==> config.mk <==
export PLATFORM = sky130hd
export DESIGN_NAME = jvm_insn_framer
export DESIGN_NICKNAME = d
export VERILOG_FILES = /design/src/rtl/jvm_insn_framer.sv
export SDC_FILE = /design/constraint.sdc
export NUM_CORES = 1
export LEC_CHECK = 0
export ABC_AREA = 0
export BUFFER_PORTS_ARGS = -buffer_cell sky130_fd_sc_hd__buf_4
export CORE_MARGIN = 4
export CORE_UTILIZATION = 50
export DETAILED_ROUTE_END_ITERATION = 8
export PLACE_DENSITY = 0.77
export SLEW_MARGIN = 10
export SYNTH_ARGS = -nofsm -noshare
export SYNTH_HDL_FRONTEND = slang
export SYNTH_SLANG_ARGS = --single-unit
==> constraint.sdc <==
create_clock -name clk -period 4.9 [get_ports clk]
set_input_delay 0.735 -clock clk [delete_from_list [all_inputs] [get_ports clk]]
set_output_delay 0.735 -clock clk [all_outputs]
set_load 0.005 [all_outputs]
==> src/rtl/jvm_insn_framer.sv <==
// Streaming JVM bytecode framer: splits a byte stream into instruction beats and
// jump-table entry beats, handling the wide prefix and switch padding.
module jvm_insn_framer #(
  parameter int PARAM_LEN = 5,
  parameter int PC_W      = 16,
  parameter int MAX_OPS   = 12
) (
  input  logic                   clk,
  input  logic                   rst_n,
  input  logic                   restart,
  input  logic                   in_valid,
  output logic                   in_ready,
  input  logic [7:0]             in_byte,
  output logic                   out_valid,
  input  logic                   out_ready,
  output logic                   out_kind,
  output logic [7:0]             out_opcode,
  output logic                   out_wide,
  output logic [1:0]             out_pad,
  output logic [PARAM_LEN-1:0]   out_count,
  output logic [8*MAX_OPS-1:0]   out_operands,
  output logic [PC_W-1:0]        out_pc
);

  localparam logic [2:0] S_OPC      = 3'd0;
  localparam logic [2:0] S_WIDE     = 3'd1;
  localparam logic [2:0] S_OPS      = 3'd2;
  localparam logic [2:0] S_PAD      = 3'd3;
  localparam logic [2:0] S_EMIT     = 3'd4;
  localparam logic [2:0] S_ENT      = 3'd5;
  localparam logic [2:0] S_ENT_EMIT = 3'd6;

  logic [2:0]            state_q, state_d;
  logic [PC_W-1:0]       pc_q, pc_d;
  logic [PARAM_LEN-1:0]  idx_q, idx_d;
  logic [1:0]            pad_left_q, pad_left_d;
  logic [32:0]           rem_q, rem_d;
  logic                  in_ready_q, in_ready_d;
  logic                  valid_q, valid_d;
  logic                  kind_q, kind_d;
  logic [7:0]            opcode_q, opcode_d;
  logic                  wide_q, wide_d;
  logic [1:0]            pad_q, pad_d;
  logic [PARAM_LEN-1:0]  count_q, count_d;
  logic [8*MAX_OPS-1:0]  ops_q, ops_d;
  logic [PC_W-1:0]       opc_pc_q, opc_pc_d;

  logic                  acc, hs, is_sw;
  logic [1:0]            pad_c;
  logic [31:0]           w_lo, w_hi;
  logic signed [32:0]    diff;
  logic [32:0]           ent_cnt;

  function automatic logic [PARAM_LEN-1:0] op_len(input logic [7:0] op);
    case (op) inside
      8'h10, 8'h12, [8'h15:8'h19], [8'h36:8'h3A], 8'hA9, 8'hBC:
        op_len = PARAM_LEN'(1);
      8'h11, 8'h13, 8'h14, 8'h84, [8'h99:8'hA8], [8'hB2:8'hB8],
      8'hBB, 8'hBD, 8'hC0, 8'hC1, 8'hC6, 8'hC7:
        op_len = PARAM_LEN'(2);
      8'hC5:                      op_len = PARAM_LEN'(3);
      8'hB9, 8'hBA, 8'hC8, 8'hC9: op_len = PARAM_LEN'(4);
      8'hAA:                      op_len = PARAM_LEN'(12);
      8'hAB:                      op_len = PARAM_LEN'(8);
      default:                    op_len = '0;
    endcase
  endfunction

  // Header words are big-endian: operand byte 4 is the MSB of the first word.
  always_comb begin
    w_lo = {ops_q[39:32], ops_q[47:40], ops_q[55:48], ops_q[63:56]};
    w_hi = {ops_q[71:64], ops_q[79:72], ops_q[87:80], ops_q[95:88]};
    diff = $signed({w_hi[31], w_hi}) - $signed({w_lo[31], w_lo});
    if (opcode_q == 8'hAA) ent_cnt = diff[32] ? '0 : $unsigned(diff) + 33'd1;
    else                   ent_cnt = ($signed(w_lo) > 32'sd0) ? {w_lo, 1'b0} : '0;
    is_sw = !wide_q && (opcode_q == 8'hAA || opcode_q == 8'hAB);
  end

  always_comb begin
    state_d    = state_q;
    pc_d       = pc_q;
    idx_d      = idx_q;
    pad_left_d = pad_left_q;
    rem_d      = rem_q;
    kind_d     = kind_q;
    opcode_d   = opcode_q;
    wide_d     = wide_q;
    pad_d      = pad_q;
    count_d    = count_q;
    ops_d      = ops_q;
    opc_pc_d   = opc_pc_q;
    acc        = in_valid && in_ready_q;
    hs         = valid_q && out_ready;
    pad_c      = ~pc_q[1:0];  // (4 - ((pc+1) mod 4)) mod 4

    if (acc) pc_d = pc_q + 1'b1;

    case (state_q)
      S_OPC: if (acc) begin
        kind_d   = 1'b0;
        wide_d   = 1'b0;
        pad_d    = '0;
        ops_d    = '0;
        idx_d    = '0;
        opcode_d = in_byte;
        opc_pc_d = pc_q;
        count_d  = op_len(in_byte);
        if (in_byte == 8'hC4) begin
          state_d = S_WIDE;
        end else if (in_byte == 8'hAA || in_byte == 8'hAB) begin
          pad_d      = pad_c;
          pad_left_d = pad_c;
          state_d    = (pad_c == 2'd0) ? S_OPS : S_PAD;
        end else begin
          state_d = (op_len(in_byte) == '0) ? S_EMIT : S_OPS;
        end
      end
      S_WIDE: if (acc) begin
        opcode_d = in_byte;
        wide_d   = 1'b1;
        if (in_byte == 8'hC4) begin
          count_d = '0;
          state_d = S_EMIT;
        end else begin
          count_d = (in_byte == 8'h84) ? PARAM_LEN'(4) : PARAM_LEN'(2);
          state_d = S_OPS;
        end
      end
      S_PAD: if (acc) begin
        pad_left_d = pad_left_q - 1'b1;
        if (pad_left_q == 2'd1) state_d = S_OPS;
      end
      S_OPS: if (acc) begin
        ops_d = ops_q | ((8*MAX_OPS)'(in_byte) << {idx_q, 3'b000});
        idx_d = idx_q + 1'b1;
        if (idx_q + 1'b1 == count_q) state_d = S_EMIT;
      end
      S_EMIT: if (hs) begin
        idx_d = '0;
        if (is_sw && ent_cnt != '0) begin
          rem_d   = ent_cnt;
          state_d = S_ENT;
        end else begin
          state_d = S_OPC;
        end
      end
      S_ENT: if (acc) begin
        // Entries shift in big-endian so the first byte ends up in [31:24].
        if (idx_q == '0) begin
          ops_d    = (8*MAX_OPS)'(in_byte);
          opc_pc_d = pc_q;
          kind_d   = 1'b1;
          count_d  = PARAM_LEN'(4);
          pad_d    = '0;
        end else begin
          ops_d[31:0] = {ops_q[23:0], in_byte};
        end
        idx_d = idx_q + 1'b1;
        if (idx_q == PARAM_LEN'(3)) state_d = S_ENT_EMIT;
      end
      S_ENT_EMIT: if (hs) begin
        idx_d   = '0;
        rem_d   = rem_q - 1'b1;
        state_d = (rem_q == 33'd1) ? S_OPC : S_ENT;
      end
      default: state_d = S_OPC;
    endcase

    if (restart) begin
      state_d  = S_OPC;
      pc_d     = '0;
      idx_d    = '0;
      rem_d    = '0;
      kind_d   = 1'b0;
      opcode_d = '0;
      wide_d   = 1'b0;
      pad_d    = '0;
      count_d  = '0;
      ops_d    = '0;
      opc_pc_d = '0;
    end

    valid_d    = (state_d == S_EMIT) || (state_d == S_ENT_EMIT);
    in_ready_d = !valid_d;
  end

  always_ff @(posedge clk or negedge rst_n) begin
    if (!rst_n) begin
      state_q    <= S_OPC;
      pc_q       <= '0;
      idx_q      <= '0;
      pad_left_q <= '0;
      rem_q      <= '0;
      in_ready_q <= 1'b1;
      valid_q    <= 1'b0;
      kind_q     <= 1'b0;
      opcode_q   <= '0;
      wide_q     <= 1'b0;
      pad_q      <= '0;
      count_q    <= '0;
      ops_q      <= '0;
      opc_pc_q   <= '0;
    end else begin
      state_q    <= state_d;
      pc_q       <= pc_d;
      idx_q      <= idx_d;
      pad_left_q <= pad_left_d;
      rem_q      <= rem_d;
      in_ready_q <= in_ready_d;
      valid_q    <= valid_d;
      kind_q     <= kind_d;
      opcode_q   <= opcode_d;
      wide_q     <= wide_d;
      pad_q      <= pad_d;
      count_q    <= count_d;
      ops_q      <= ops_d;
      opc_pc_q   <= opc_pc_d;
    end
  end

  assign in_ready     = in_ready_q;
  assign out_valid    = valid_q;
  assign out_kind     = kind_q;
  assign out_opcode   = opcode_q;
  assign out_wide     = wide_q;
  assign out_pad      = pad_q;
  assign out_count    = count_q;
  assign out_operands = ops_q;
  assign out_pc       = opc_pc_q;

endmodule

* Word-level counts from Yosys, hierarchy flattened
Cells that the tools add are included.
** Word-level totals
- Memories :: 0
- Latch bits :: 0
- ROM bits :: 0
- Output and inout bits :: 131
- RAM bits :: 0
- Register bits after elaboration :: 190
- Input bits :: 13
- Word-level logic and storage cells :: 212
** Cells by class
- Add/subtract/negate cells :: 6
- $lt $le $gt $ge :: 9
- Multiply operators :: 0
- Bitwise gates (word level) :: 2
- Mux-type cells :: 87
- Reductions and logical operators :: 42
- Equality and inequality tests :: 50
- Div/mod/pow operators :: 0
- Shifts and indexed selects :: 1
** Operators with widths (count)
- 96-bit 2-to-1 mux :: 4
- 96-bit one-hot mux with 3 select lines :: 1
- 33-bit 2-to-1 mux :: 7
- 8-bit == test, second input constant :: 19
- 16-bit 2-to-1 mux :: 6
- 96-bit OR :: 1
- 8-bit by 8-bit left shift with 96-bit output :: 1
- 33-bit one-hot mux with 2 select lines :: 1
- 5-bit 2-to-1 mux :: 13
- 64-bit 2-to-1 mux :: 1
- 3-bit 2-to-1 mux :: 19
- 8-bit by 5-bit == test with 1-bit output, second input constant :: 5
- 33-bit by 1-bit adder with 33-bit output, second input constant :: 1
- 33-bit by 1-bit == test with 1-bit output, second input constant :: 1
- 33-bit nonzero test :: 1
- 32-bit by 32-bit subtractor with 33-bit output :: 1
- 33-bit by 1-bit subtractor with 33-bit output, second input constant :: 1
- 32-bit by 1-bit greater-than comparator with 1-bit output, second input constant :: 1
- 32-bit 2-to-1 mux :: 1
- 16-bit one-hot mux with 2 select lines :: 1
- 5-bit one-hot mux with 3 select lines :: 2
- 4-bit 2-to-1 mux :: 6
- 8-bit 2-to-1 mux :: 3
- 3-bit inequality test, second input constant :: 8
- other kinds (40) :: 92

* Logic depth before layout (Yosys ltp)
Gate-level depths: netlist (run 1).
- Depth after elaboration :: 21
- Mapped depth :: 19
- Mapped depth without buffers :: 18

* Worst setup path before layout (run 1)
Ideal clock, no wire load.
- Path type :: reg2reg
- Start point :: register ops_q[56] (netlist: out_operands[56])
- End point :: register rem_q[0]
- Setup time :: 0.079 ns
- Cell stages (with the launch flop) :: 18
- Arrival time :: 4.718 ns
- Path slack :: 0.103 ns
- Required time :: 4.821 ns
- Period minus slack after synthesis :: 4.797 ns
- Path buffers :: 1
- Path through :: dfrtp_1 ha_1 fa_1 nand2b_1 a21oi_1 xor2_1 nand3_1 nor3_4 nand4bb_1 or3_1 a32o_1 or4_1 a2111oi_2 nand4bb_1 o31a_1 nor2b_4 buf_6 mux2i_1
** Between the ends
- Word-level cells in the longest chain between the ends :: 8
- Elaborated cells on any way between the ends :: 14
- Classes of those cells :: 2 x add/sub; 1 x order compare; 1 x eq/ne; 7 x mux; 3 x reduce/logical
** Ends and longest elaborated chain
- start, declared :: line 45 : logic [8*MAX_OPS-1:0] ops_q, ops_d;
- start signal, assigned :: line 216 : ops_q <= ops_d;
- 32-bit by 32-bit subtractor with 33-bit output :: line 73 : diff = $signed({w_hi[31], w_hi}) - $signed({w_lo[31], w_lo});
- 33-bit by 1-bit adder with 33-bit output :: line 74 : if (opcode_q == 8'hAA) ent_cnt = diff[32] ? '0 : $unsigned(diff) + 33'd1;
- 33-bit 2-to-1 mux :: line 74
- 33-bit 2-to-1 mux * :: line 74
- 33-bit nonzero test or 33-bit 2-to-1 mux (tied branches) :: line 140 : if (is_sw && ent_cnt != '0) begin
- 1-bit logical AND or 33-bit 2-to-1 mux (tied branches) :: line 140, 138
- 3-bit inequality test (no line) or 33-bit one-hot mux with 2 select lines (tied branches)
- 4-bit AND reduction (no line) or 33-bit 2-to-1 mux (tied branches)
- end signal, assigned :: line 208 : rem_q <= rem_d;
- end, declared :: line 37 : logic [32:0] rem_q, rem_d;
Mark *: on every way between the ends. The rest lies on a longest branch, timed or not. The select of a mux whose other input is x is not followed.
A chain may end at the register's enable or synchronous reset.

* Worst setup path after layout (run 1)
- Start point :: register ops_q[56] (netlist: out_operands[56])
- End point :: register in_ready_q (netlist: in_ready)
** Between the ends
- Word-level cells in the longest chain between the ends :: 13
- Elaborated cells on any way between the ends :: 16
- Classes of those cells :: 2 x add/sub; 1 x order compare; 2 x eq/ne; 7 x mux; 4 x reduce/logical
** Ends and longest elaborated chain
- 32-bit by 32-bit subtractor with 33-bit output :: line 73
- 33-bit by 1-bit adder with 33-bit output :: line 74
- 33-bit 2-to-1 mux :: line 74
- 33-bit 2-to-1 mux * :: line 74
- 33-bit nonzero test * :: line 140
- 1-bit logical AND * :: line 140
- 3-bit 2-to-1 mux * :: line 140
- 3-bit 2-to-1 mux * :: line 138 : S_EMIT: if (hs) begin
- 3-bit one-hot mux with 7 select lines * :: line 98 : case (state_q)
- 3-bit 2-to-1 mux * :: line 169 : if (restart) begin
- 3-bit == test :: line 183 : valid_d = (state_d == S_EMIT) || (state_d == S_ENT_EMIT);
- 1-bit logical OR * :: line 183
- 1-bit logical NOT * :: line 184 : in_ready_d = !valid_d;
- via in_ready_d :: line 38 : logic in_ready_q, in_ready_d;
- end signal, assigned :: line 209 : in_ready_q <= in_ready_d;
- end, declared :: line 38
Mark *: on every way through the listed nets, which the timed path passes. The rest lies on a longest branch.

==> summary.txt, run 1 <==
Routing
  – Post-route ant nets: 0
  – Routed WL: 46.19 mm
  – Routed length per instance: 21.06 um
  – Via density: 6.376
  – Vias: 13,980
  – DRC Markers: 0
  – Drt pass-1 iters: 7
  – Drt initial violations: 1,716

Final layout
  – FF/Latch Area: 4731 um^2
  – P&R area growth vs syn: 21.65%
  – N_diodes: 0
  – Layout cells sized above 1: 0.2029
  – Commonest non-fill, non-tap cell in the layout: buf_4
  – Layout fillers: 2,249
  – Final #Nets: 1,898
  – Multi-input logic area: 8159 um^2
  – Most frequent cells in the layout: buf_4, nand2_1, dfrtp_1, nor2_1, o21ai_0
  – Final non-filler cell total: 2,193

Place
  – RD Place Congestion: 0.9562
  – Buffers on Ports: 142
  – Detail Placement HPWL: 33.24 mm
  – Cell count after placement: 2,148

Clock network
  – H-tree depth: 4
  – Clock sink count: 189
  – Clock tree root driver cell: clkbuf_16
  – Clock slew seen by the registers of the worst setup and hold paths: 0.08 ns
  – TritonCTS clock tree: done
  – Total CTS buffers: 17
  – Max Buffers Root-to-Sink: 2
  – Clk_lat worst skew: 0.46 ns

Worst setup path
  – Crit-path slowest cell: or3b_2
  – Startpoint class of the critical path: register
  – Setup CP Type: register to register
  – CP max FO: 4
  – Buf/Inv on CP: 1
  – CP Depth: 17
  – Critical Path RT: 5.26 ns
  – CP Capture Type: register
  – R2R cell count: 17
  – CP delay by family, top: compound AO/OA/AOI/OAI gates
  – WP data arrival: 5.14 ns
  – Slowest cell delay on critical path: 0.47 ns
  – CP Cell Sequence: ha_1 > fa_2 > nand2b_4 > a21boi_4 > o211ai_2 > a31oi_2 > xnor2_1 > or3b_2 > or3_1 > o311a_1 > a221o_1 > a2111oi_2 > nand4bb_1 > o31ai_2 > buf_4 > a21oi_1 > or3b_1

Pwr
  – Cell Pwr Density: 223.5 nW/um^2
  – Sequential share of power: 0.457
  – Clock power frac: 0.404
  – Sw Share: 0.3235
  – Power Total: 3.604 mW
  – Power Internal: 2.438 mW
  – Net Switching: 1.166 mW
  – Comb power frac: 0.139
  – Max VDD drop: 177.0 uV
  – Leak: 7.366 nW

Logic synthesis
  – Synth async-reset ratio: 1.000
  – Distinct cell type count after synthesis: 95
  – Synthesized area per cell: 7.944 um^2
  – Yosys Warn Count: 0
  – Post-synth EDFFs: 0
  – FF+latch count, synth: 189
  – Post-Syn Area: 13,260 um^2
  – Ys flop type: dfrtp_1
  – Gate count of the mapped netlist: 1,669
  – Seq/Total Area, Yosys: 0.3568
  – Syn_nets: 1,722

Global route
  – Largest net degree at the start of global routing: 116
  – Total grt overflow: 0
  – First-pass GRT wire length: 71.95 mm
  – All-Layer GR Usage: 0.3085
  – Vias in the first global route: 12,960
  – Initial antenna violation count: 0

Timing
  – Clock Skew: 0.02039 ns
  – Measured slew at the worst slew-check pin: 1.070 ns
  – Fmax: 0.2094 GHz
  – RSZ-0062 raised after global routing: true
  – Slew HR: 0.2810
  – Fin crit share: 0.9746
  – Final-report max-slew violation count: 0
  – Hold Violations, Final: 0
  – Post-route minimum period: 4.776 ns
  – Final Hold Slack: 0.3931 ns
  – Setup-failing EPs final: 0

Floorplanning
  – Die span in x: 170.8 um
  – Full die area: 29,190 um^2
  – Boundary Pins: 144
  – FP Rows: 59
  – CORE AREA: 26,060 um^2
  – Chip Height: 170.8 um
  – Initial Util: 0.5088

Status
  – Status: complete, no violations

Hold path
  – Hold Path Class: primary input to asynchronous set/reset pin

Run
  – Max-cap viol count: 0
==> through the flow <==
stage          setup TNS, ns  setup WS, ns  area, um^2  utilization
2_1_floorplan              0        0.1025       13260            -
3_3_place_gp               0        0.1303       15200       0.5833
3_5_place_dp               0       0.01255       15200       0.5833
4_1_cts                    0       0.01751       15820       0.6072
5_1_grt             -0.05472      -0.05472       16130       0.6190
6_report                   0        0.1243       16130       0.6190
==> power by group through the flow <==
stage | registers (mW) | clock network, mW | logic, mW
global placement | 1.68 | 0 | 0.484
CTS | 1.65 | 1.47 | 0.493
detailed placement | 1.68 | 0 | 0.492
floorplan | 1.65 | 0 | 0.323
finish | 1.65 | 1.46 | 0.500
global route | 1.65 | 1.53 | 0.547
==> repair_timing <==
item | 4_1_cts | 5_1_grt
buffers inserted | 0 | 13
hold buffers | 0 | 0
pin swaps | 0 | 18
gates resized for setup | 3 | 45
setup endpoints to repair | 1 | 36
==> cells in the mapped netlist (all sizes together), types with 23 or more instances <==
cell type,number,share of area
a21oi,133,0.051
a22o,31,0.020
a31oi,55,0.026
clkbuf,85,0.024
dfrtp,188,0.35
ha,39,0.037
inv,55,0.016
nand2,196,0.055
nand3,66,0.025
nor2,190,0.054
nor3,40,0.016
nor4,26,0.014
o21ai,143,0.054
or3,23,0.011
xnor2,37,0.025
xor2,23,0.015
==> registers in the layout (all words and copies together) (netlist names) <==
signal        cells
out_pc           16
out_valid         1
pc_q             16
rem_q            33
pad_left_q        2
in_ready          1
state_q           3
out_pad           2
out_kind          1
out_wide          1
out_operands     96
idx_q             5
out_count         4
out_opcode        8
==> logic make-up after synthesis <==
logic type      share of synthesized area
buf+inv                           0.04737
fa+ha+maj                         0.03831
other cells                     0.0002828
xor+xnor                          0.04020
simple gates                       0.2503
mux                              0.006228
flops                              0.3568
compound gates                     0.2605
==> layer usage <==
metal / up-vias / routed length, um / GRT usage
met5: - / 0 / 0
met4: 0 / 1342 / 0.09197
met3: 92 / 4606 / 0.07463
met2: 714 / 20070 / 0.4527
met1: 6738 / 20170 / 0.4541
li1: 6439 / - / -
==> path summary, 6_finish.rpt <==
check                      slack (ns)                            to                          from
max                              0.12            in_ready$_DFF_PN1_  out_operands[56]$_DFFE_PN0P_
max in group asynchronous        3.46            in_ready$_DFF_PN1_                         rst_n
min                              0.39  out_operands[38]$_DFFE_PN0P_                         rst_n
min in group clk                 0.47         out_pc[6]$_DFFE_PN0P_         out_pc[6]$_DFFE_PN0P_
max reg2reg                      0.12            in_ready$_DFF_PN1_  out_operands[56]$_DFFE_PN0P_
min reg2reg                      0.47         out_pc[6]$_DFFE_PN0P_         out_pc[6]$_DFFE_PN0P_
==> final cells by class <==
| cell class | count | area share |
|---|---|---|
| Timing Repair Buffer | 262 | 0.1247 |
| Multi-Input combinational cell | 1320 | 0.5059 |
| Inverter | 55 | 0.01280 |
| Tap cell | 335 | 0.02599 |
| Clock inverter | 14 | 0.01078 |
| Sequential cell | 189 | 0.2933 |
| Clock buffer | 18 | 0.02661 |
No activity file was read; power rests on OpenSTA's default activity.
==> run 2: changes to the inputs <==
--- a/config.mk
+++ b/config.mk
@@ -9,8 +9,10 @@
 export BUFFER_PORTS_ARGS = -buffer_cell sky130_fd_sc_hd__buf_4
 export CORE_MARGIN = 4
 export CORE_UTILIZATION = 50
+export CTS_CLUSTER_DIAMETER = 200
 export DETAILED_ROUTE_END_ITERATION = 8
 export PLACE_DENSITY = 0.77
+export RECOVER_POWER = 50
 export SLEW_MARGIN = 10
 export SYNTH_ARGS = -nofsm -noshare
 export SYNTH_HDL_FRONTEND = slang
==> summary.txt, run 2 (synthesized netlist as in run 1, its figures left out) <==
Status
  – Status: complete, but fails checks
  – Failing checks: max-capacitance violations, max-slew violations

Timing
  – Fin crit share: 0.9756 (about the same)
  – Measured slew at the worst slew-check pin: 2.969 ns (+1.899 ns)
  – Slew HR: -0.9794 (-1.260)
  – Setup-failing EPs final: 0 (unchanged)
  – Clock Skew: 0.02156 ns (+0.001167 ns)
  – RSZ-0062 raised after global routing: true
  – Final-report max-slew violation count: 192 (+192)
  – Fmax: 0.2092 GHz (about the same)
  – Post-route minimum period: 4.780 ns (+0.004737 ns)
  – Hold Violations, Final: 0 (unchanged)

Worst setup path
  – CP Capture Type: register
  – Crit path capture: in_ready$_DFF_PN1_
  – R2r startpoint: out_operands[56]$_DFFE_PN0P_
  – Setup CP Type: register to register
  – Crit-path slowest cell: or3b_2
  – R2R cell count: 17 (unchanged)
  – Slowest cell delay on critical path: 0.47 ns (about the same)
  – Critical Path RT: 5.26 ns (about the same)
  – Reg2reg end: in_ready$_DFF_PN1_
  – CP max FO: 4 (unchanged)
  – CP Cell Sequence: ha_1 > fa_2 > nand2b_4 > a21boi_4 > o211ai_2 > a31oi_2 > xnor2_1 > or3b_2 > or3_1 > o311a_1 > a221o_1 > a2111oi_2 > nand4bb_1 > o31ai_2 > buf_4 > a21oi_1 > or3b_1
  – Startpoint class of the critical path: register
  – WP data arrival: 5.14 ns (about the same)
  – Reg2reg setup slack: 0.12 ns (about the same)
  – Crit path launch: out_operands[56]$_DFFE_PN0P_

Clock network
  – H-tree depth: 4 (unchanged)
  – Clock slew seen by the registers of the worst setup and hold paths: 0.08 ns (about the same)
  – Total CTS buffers: 17 (unchanged)
  – Clk_lat worst skew: 0.46 ns (about the same)
  – Clock sink count: 189 (unchanged)
  – Clock tree root driver cell: clkbuf_16
  – TritonCTS clock tree: done
  – Max Buffers Root-to-Sink: 2 (unchanged)

Final layout
  – Post-Layout Inst Area: 16,060 um^2 (-0.40%)
  – Layout cells sized above 1: 0.1970 (-0.005920)
  – Most frequent cells in the layout: buf_4, nand2_1, dfrtp_1, nor2_1, o21ai_0
  – Commonest non-fill, non-tap cell in the layout: buf_4
  – N_diodes: 0 (unchanged)
  – Fin util: 0.6165 (-0.002497)
  – Largest register FFs: 96 (unchanged)
  – Final #Nets: 1,898 (unchanged)
  – P&R area growth vs syn: 21.16%

Routing
  – Via density: 6.332 (-0.69%)
  – Drt pass-1 iters: 6 (-1)
  – Vias: 13,890 (-0.69%)
  – Routed length per instance: 20.97 um (-0.42%)
  – Routed WL: 45.99 mm (-0.42%)
  – Drt initial violations: 1,656 (-3.5%)
  – Post-route ant nets: 0 (unchanged)
  – DRC Markers: 0 (unchanged)

Floorplanning
  – Full die area: 29,190 um^2 (unchanged)
  – FP Rows: 59 (unchanged)
  – Chip Height: 170.8 um (unchanged)
  – Initial Util: 0.5088 (unchanged)
  – CORE AREA: 26,060 um^2 (unchanged)
  – Die span in x: 170.8 um (unchanged)
  – Boundary Pins: 144 (unchanged)

Place
  – Buffers on Ports: 142 (unchanged)
  – RD Place Congestion: 0.9562 (unchanged)
  – Placed Area: 15,200 um^2 (unchanged)
  – Detail Placement HPWL: 33.24 mm (unchanged)

Global route
  – Largest net degree at the start of global routing: 116 (unchanged)
  – Vias in the first global route: 12,960 (unchanged)
  – All-Layer GR Usage: 0.3085 (unchanged)
  – First-pass GRT wire length: 71.95 mm (unchanged)
  – Initial antenna violation count: 0 (unchanged)
  – Total grt overflow: 0 (unchanged)

Hold path
  – Hold Path Class: register to register

Pwr
  – Power Total: 3.600 mW (-0.12%)
  – Cell Pwr Density: 224.1 nW/um^2 (+0.29%)
  – Max VDD drop: 176.5 uV (-0.28%)
  – Leak: 7.284 nW (-1.1%)

Run
  – Max-cap viol count: 2 (+2)
-- run 2: what timing repair did --
item / CTS / global route
setup buffers: 0 / 13
hold buffers: 0 / 0
gates resized for setup: 3 / 45
pin swaps: 0 / 18
endpoints found under the setup margin: 1 / 36
-- run 2: cell type report --
| cell class | count | area, um^2 |
|---|---|---|
| fill | 2264 | 9995 |
| multi-input combinational | 1320 | 8159 |
| sequential | 189 | 4731 |
| timing repair buffer | 262 | 1946 |
| clock buffer | 18 | 429.2 |
| tap | 335 | 419.2 |
| inverter | 55 | 206.4 |
| clock inverter | 14 | 173.9 |
-- run 2: metrics by stage --
stage | setup slack, ns | hold slack, ns | cells | setup TNS, ns
final | 0.1196 | 0.4718 | 2193 | 0
after global routing | -0.05472 | 0.4938 | 2193 | -0.2200
after CTS | 0.01751 | 0.4648 | 2180 | 0
after detailed placement | 0.01255 | 0.4612 | 2148 | 0
after global placement | 0.1303 | 0.4533 | 2148 | 0
after floorplan | 0.1025 | 0.4394 | 1669 | 0
-- run 2: worst max-delay path, delay by kind of cell (launching register included) --
family	cells	cell delay (ns)
AO/OA/AOI/OAI	8	1.83
AND/OR/NAND/NOR	5	1.59
adder cells (fa/ha/maj)	2	0.62
flip-flops	1	0.40
buffers and inverters	1	0.17
XOR/XNOR	1	0.11
-- run 2: how the worst min path moves through the flow --
| stage | to | slack (ns) | startpoint | depth (start not counted) |
|---|---|---|---|---|
| floorplan | idx_q[0]$_DFFE_PN0P_ | 0.44 | rst_n | 0 |
| global placement | out_pc[9]$_DFFE_PN0P_ | 0.45 | out_pc[9]$_DFFE_PN0P_ | 2 |
| detailed placement | out_pc[9]$_DFFE_PN0P_ | 0.46 | out_pc[9]$_DFFE_PN0P_ | 2 |
| CTS | out_operands[38]$_DFFE_PN0P_ | 0.46 | rst_n | 1 |
| global route | out_pc[6]$_DFFE_PN0P_ | 0.49 | out_pc[6]$_DFFE_PN0P_ | 2 |
| finish | out_pc[6]$_DFFE_PN0P_ | 0.47 | out_pc[6]$_DFFE_PN0P_ | 2 |
-- run 2: power breakdown --
part,leakage [nW],switching (mW),internal [mW]
clock network,0.288,0.761,0.694
registers,2.62,0.0537,1.59
logic,4.38,0.350,0.147
-- run 2: routing by layer --
metal | routed length [um] | GRT usage
met3 | 4439 | 0.07463
met4 | 1238 | 0.09197
met2 | 20180 | 0.4527
met5 | 0 | 0
met1 | 20130 | 0.4541
==> run 3: changes to the inputs <==
--- a/config.mk
+++ b/config.mk
@@ -5,7 +5,7 @@
 export SDC_FILE = /design/constraint.sdc
 export NUM_CORES = 1
 export LEC_CHECK = 0
-export ABC_AREA = 0
+export ABC_AREA = 1
 export BUFFER_PORTS_ARGS = -buffer_cell sky130_fd_sc_hd__buf_4
 export CORE_MARGIN = 4
 export CORE_UTILIZATION = 50
==> summary.txt, run 3 <==
Status
  – Failing checks: max-capacitance violations, max-slew violations
  – Status: complete, but fails checks

Final layout
  – Largest register FFs: 96 (unchanged)
  – N_diodes: 0 (unchanged)
  – P&R area growth vs syn: 13.26%
  – Final non-filler cell total: 2,737 (+25%)
  – Final #Nets: 2,393 (+26%)
  – Most frequent cells in the layout: nand2_1, inv_1, nor2_1, nand3_1, dfrtp_1
  – Commonest non-fill, non-tap cell in the layout: nand2_1
  – Layout cells sized above 1: 0.1279 (-0.06906)
  – Layout fillers: 2,830 (+25%)

Logic synthesis
  – Distinct cell type count after synthesis: 60 (-37%)
  – Most frequent cells after synthesis: nand2_1, inv_1, nor2_1
  – Main area contributors after synthesis: dfrtp_1, nand2_1, inv_1
  – FF+latch count, synth: 189 (unchanged)
  – Post-synth EDFFs: 0 (unchanged)
  – Seq/Total Area, Yosys: 0.3267 (-0.03015)
  – Post-synth top area share: 0.3248 (-0.02998)
  – Synth async-reset ratio: 1.000 (unchanged)
  – Most frequent cell after synthesis: nand2_1
  – Yosys top cell by area: dfrtp_1
  – Gate count of the mapped netlist: 2,231 (+34%)
  – Synthesized area per cell: 6.492 um^2 (-18%)
  – Syn_nets: 2,284 (+33%)
  – Yosys Warn Count: 0 (unchanged)
  – Post-Syn Area: 14,480 um^2 (+9.2%)
  – Ys flop type: dfrtp_1

Clock network
  – TritonCTS clock tree: done
  – Total CTS buffers: 17 (unchanged)
  – Clock slew seen by the registers of the worst setup and hold paths: 0.08 ns (about the same)
  – Clk_lat worst skew: 0.45 ns (about the same)
  – Max Buffers Root-to-Sink: 2 (unchanged)
  – CTS Hold Bufs: 0 (unchanged)
  – Clock tree root driver cell: clkbuf_16
  – Clock sink count: 189 (unchanged)
  – H-tree depth: 4 (unchanged)
  – Post-CTS Setup Repair Bufs: 0 (unchanged)

Routing
  – Routed WL: 52.17 mm (+13%)
  – Post-route ant nets: 0 (unchanged)
  – Via density: 5.738 (-9.4%)
  – Routed length per instance: 19.06 um (-9.1%)
  – Vias: 15,710 (+13%)
  – Drt initial violations: 1,838 (+11%)
  – Drt pass-1 iters: 6 (unchanged)
  – DRC Markers: 0 (unchanged)

Floorplanning
  – Initial Util: 0.5059 (-0.002866)
  – Die span in x: 178.2 um (+4.3%)
  – FP Rows: 62 (+5.1%)
  – Chip Height: 178.2 um (+4.3%)
  – CORE AREA: 28,630 um^2 (+9.8%)
  – Boundary Pins: 144 (unchanged)
  – Full die area: 31,750 um^2 (+8.8%)

Timing
  – Clock Skew: 0.01210 ns (-0.009459 ns)
  – TNS Setup: 0 ns (unchanged)
  – Slew HR: -1.006 (-0.02644)
  – Fin crit share: 0.9297 (-0.04590)
  – Hold Violations, Final: 0 (unchanged)
  – Setup ws final: 0.3445 ns (+0.2249 ns)
  – RSZ-0062 raised after global routing: false
  – Setup-failing EPs final: 0 (unchanged)
  – Measured slew at the worst slew-check pin: 3.009 ns (+0.03967 ns)
  – Post-route minimum period: 4.556 ns (-0.2249 ns)
  – Fmax: 0.2195 GHz (+4.9%)
  – Final-report max-slew violation count: 161 (-16%)

Hold path
  – Hold Path Class: register to register
  – Hold Path Depth: 1 (-1)

Global route
  – Largest net degree at the start of global routing: 116 (unchanged)
  – First-pass GRT wire length: 81.43 mm (+13%)
  – Initial antenna violation count: 0 (unchanged)
  – All-Layer GR Usage: 0.3275 (+0.01905)
  – Vias in the first global route: 14,480 (+12%)
  – Total grt overflow: 0 (unchanged)

Worst setup path
  – CP max FO: 44 (+40)
  – Buf/Inv on CP: 3 (+2)
  – Crit-path slowest cell: clkbuf_1
  – CP Capture Type: register
  – Startpoint class of the critical path: primary input
  – Setup CP Type: primary input to register
  – CP Cell Sequence: clkbuf_1 > inv_1 > clkbuf_1 > nand2_1 > o22ai_1
  – Slowest cell delay on critical path: 1.57 ns (+1.10 ns)
  – CP Depth: 5 (-12)
  – Most frequent CP cell: clkbuf_1
  – WP data arrival: 4.89 ns (-0.25 ns)
  – Critical Path RT: 5.24 ns (-0.02 ns)
  – R2R cell count: 27 (+10)
  – CP delay by family, top: buffers and inverters

Place
  – Buffers on Ports: 142 (unchanged)
  – Post-place setup slack: 0.3069 ns (+0.2943 ns)
  – Cell count after placement: 2,704 (+26%)
  – Detail Placement HPWL: 41.20 mm (+24%)
  – RD Place Congestion: 1.013 (+6.0%)

Run
  – Max-cap viol count: 2 (unchanged)

Pwr
  – Net Switching: 1.205 mW (+3.5%)
  – Clock power frac: 0.388 (-0.016)
  – Cell Pwr Density: 225.0 nW/um^2 (+0.42%)
  – Leak: 8.514 nW (+17%)
  – Sequential share of power: 0.446 (-0.012)
  – Sw Share: 0.3265 (+0.003039)
  – Comb power frac: 0.166 (+0.028)
  – Max VDD drop: 233.8 uV (+32%)
  – Power Internal: 2.486 mW (+2.1%)
-- run 3: logic make-up (layout without fill, tap and decap cells) --
| logic type | count (synthesis) | after routing | share of synthesized area |
|---|---|---|---|
| other | 1 | 1 | 0.0002589 |
| multiplexers | 1 | 1 | 0.0007775 |
| AO/OA/AOI/OAI | 346 | 346 | 0.1322 |
| AND/OR/NAND/NOR | 1198 | 1199 | 0.3730 |
| XOR/XNOR | 28 | 28 | 0.01693 |
| adder cells (fa/ha/maj) | 40 | 40 | 0.03508 |
| buffers and inverters | 428 | 549 | 0.1151 |
| flip-flops | 189 | 189 | 0.3267 |
-- run 3: final timing paths --
path / from / endpoint / slack (ns)
min: out_pc[6]$_DFFE_PN0P_ / out_pc[6]$_DFFE_PN0P_ / 0.49
max in group asynchronous: rst_n / rem_q[12]$_DFFE_PN0P_ / 1.39
min in group asynchronous: rst_n / rem_q[19]$_DFFE_PN0P_ / 1.24
min reg2reg: out_pc[6]$_DFFE_PN0P_ / out_pc[6]$_DFFE_PN0P_ / 0.49
max: restart / out_operands[1]$_DFFE_PN0P_ / 0.34
max reg2reg: out_operands[56]$_DFFE_PN0P_ / rem_q[9]$_DFFE_PN0P_ / 0.42
-- run 3: cell type report --
cell class / instances / area, um^2 / area share
multi-input combinational: 1615 / 8134 / 0.4959
timing repair buffer: 161 / 1109 / 0.06758
clock inverter: 15 / 187.7 / 0.01144
clock buffer: 17 / 425.4 / 0.02593
tap: 384 / 480.5 / 0.02929
sequential: 189 / 4731 / 0.2884
inverter: 356 / 1336 / 0.08146
-- run 3: through the flow --
step                instance area [um^2]  utilization  hold slack, ns  total power, mW
finish                             16400       0.5730          0.4933            3.691
global route                       16400       0.5730          0.5296            3.840
CTS                                16500       0.5763          0.4633            3.705
detailed placement                 15880       0.5549          0.4885            2.281
global placement                   15880       0.5549          0.4773            2.274
floorplan                          14480            -          0.4394            2.068
-- run 3: per-layer routing --
layer	track usage	wire length, um
met1	0.4522	21580
met2	0.5248	23940
met3	0.05850	4805
met4	0.1059	1841
met5	0	0
-- run 3: what timing repair did --
| item | CTS | global route |
|---|---|---|
| endpoints found under the hold margin | 0 | 0 |
| gates resized for setup | 0 | 3 |
| endpoints found under the setup margin | 0 | 33 |
-- run 3: power groups by stage --
stage | Combinational [mW] | Sequential, mW | Clock [mW]
global route | 0.678 | 1.65 | 1.51
detailed placement | 0.604 | 1.68 | 0
floorplan | 0.402 | 1.67 | 0
finish | 0.612 | 1.65 | 1.43
global placement | 0.599 | 1.67 | 0
CTS | 0.608 | 1.65 | 1.45
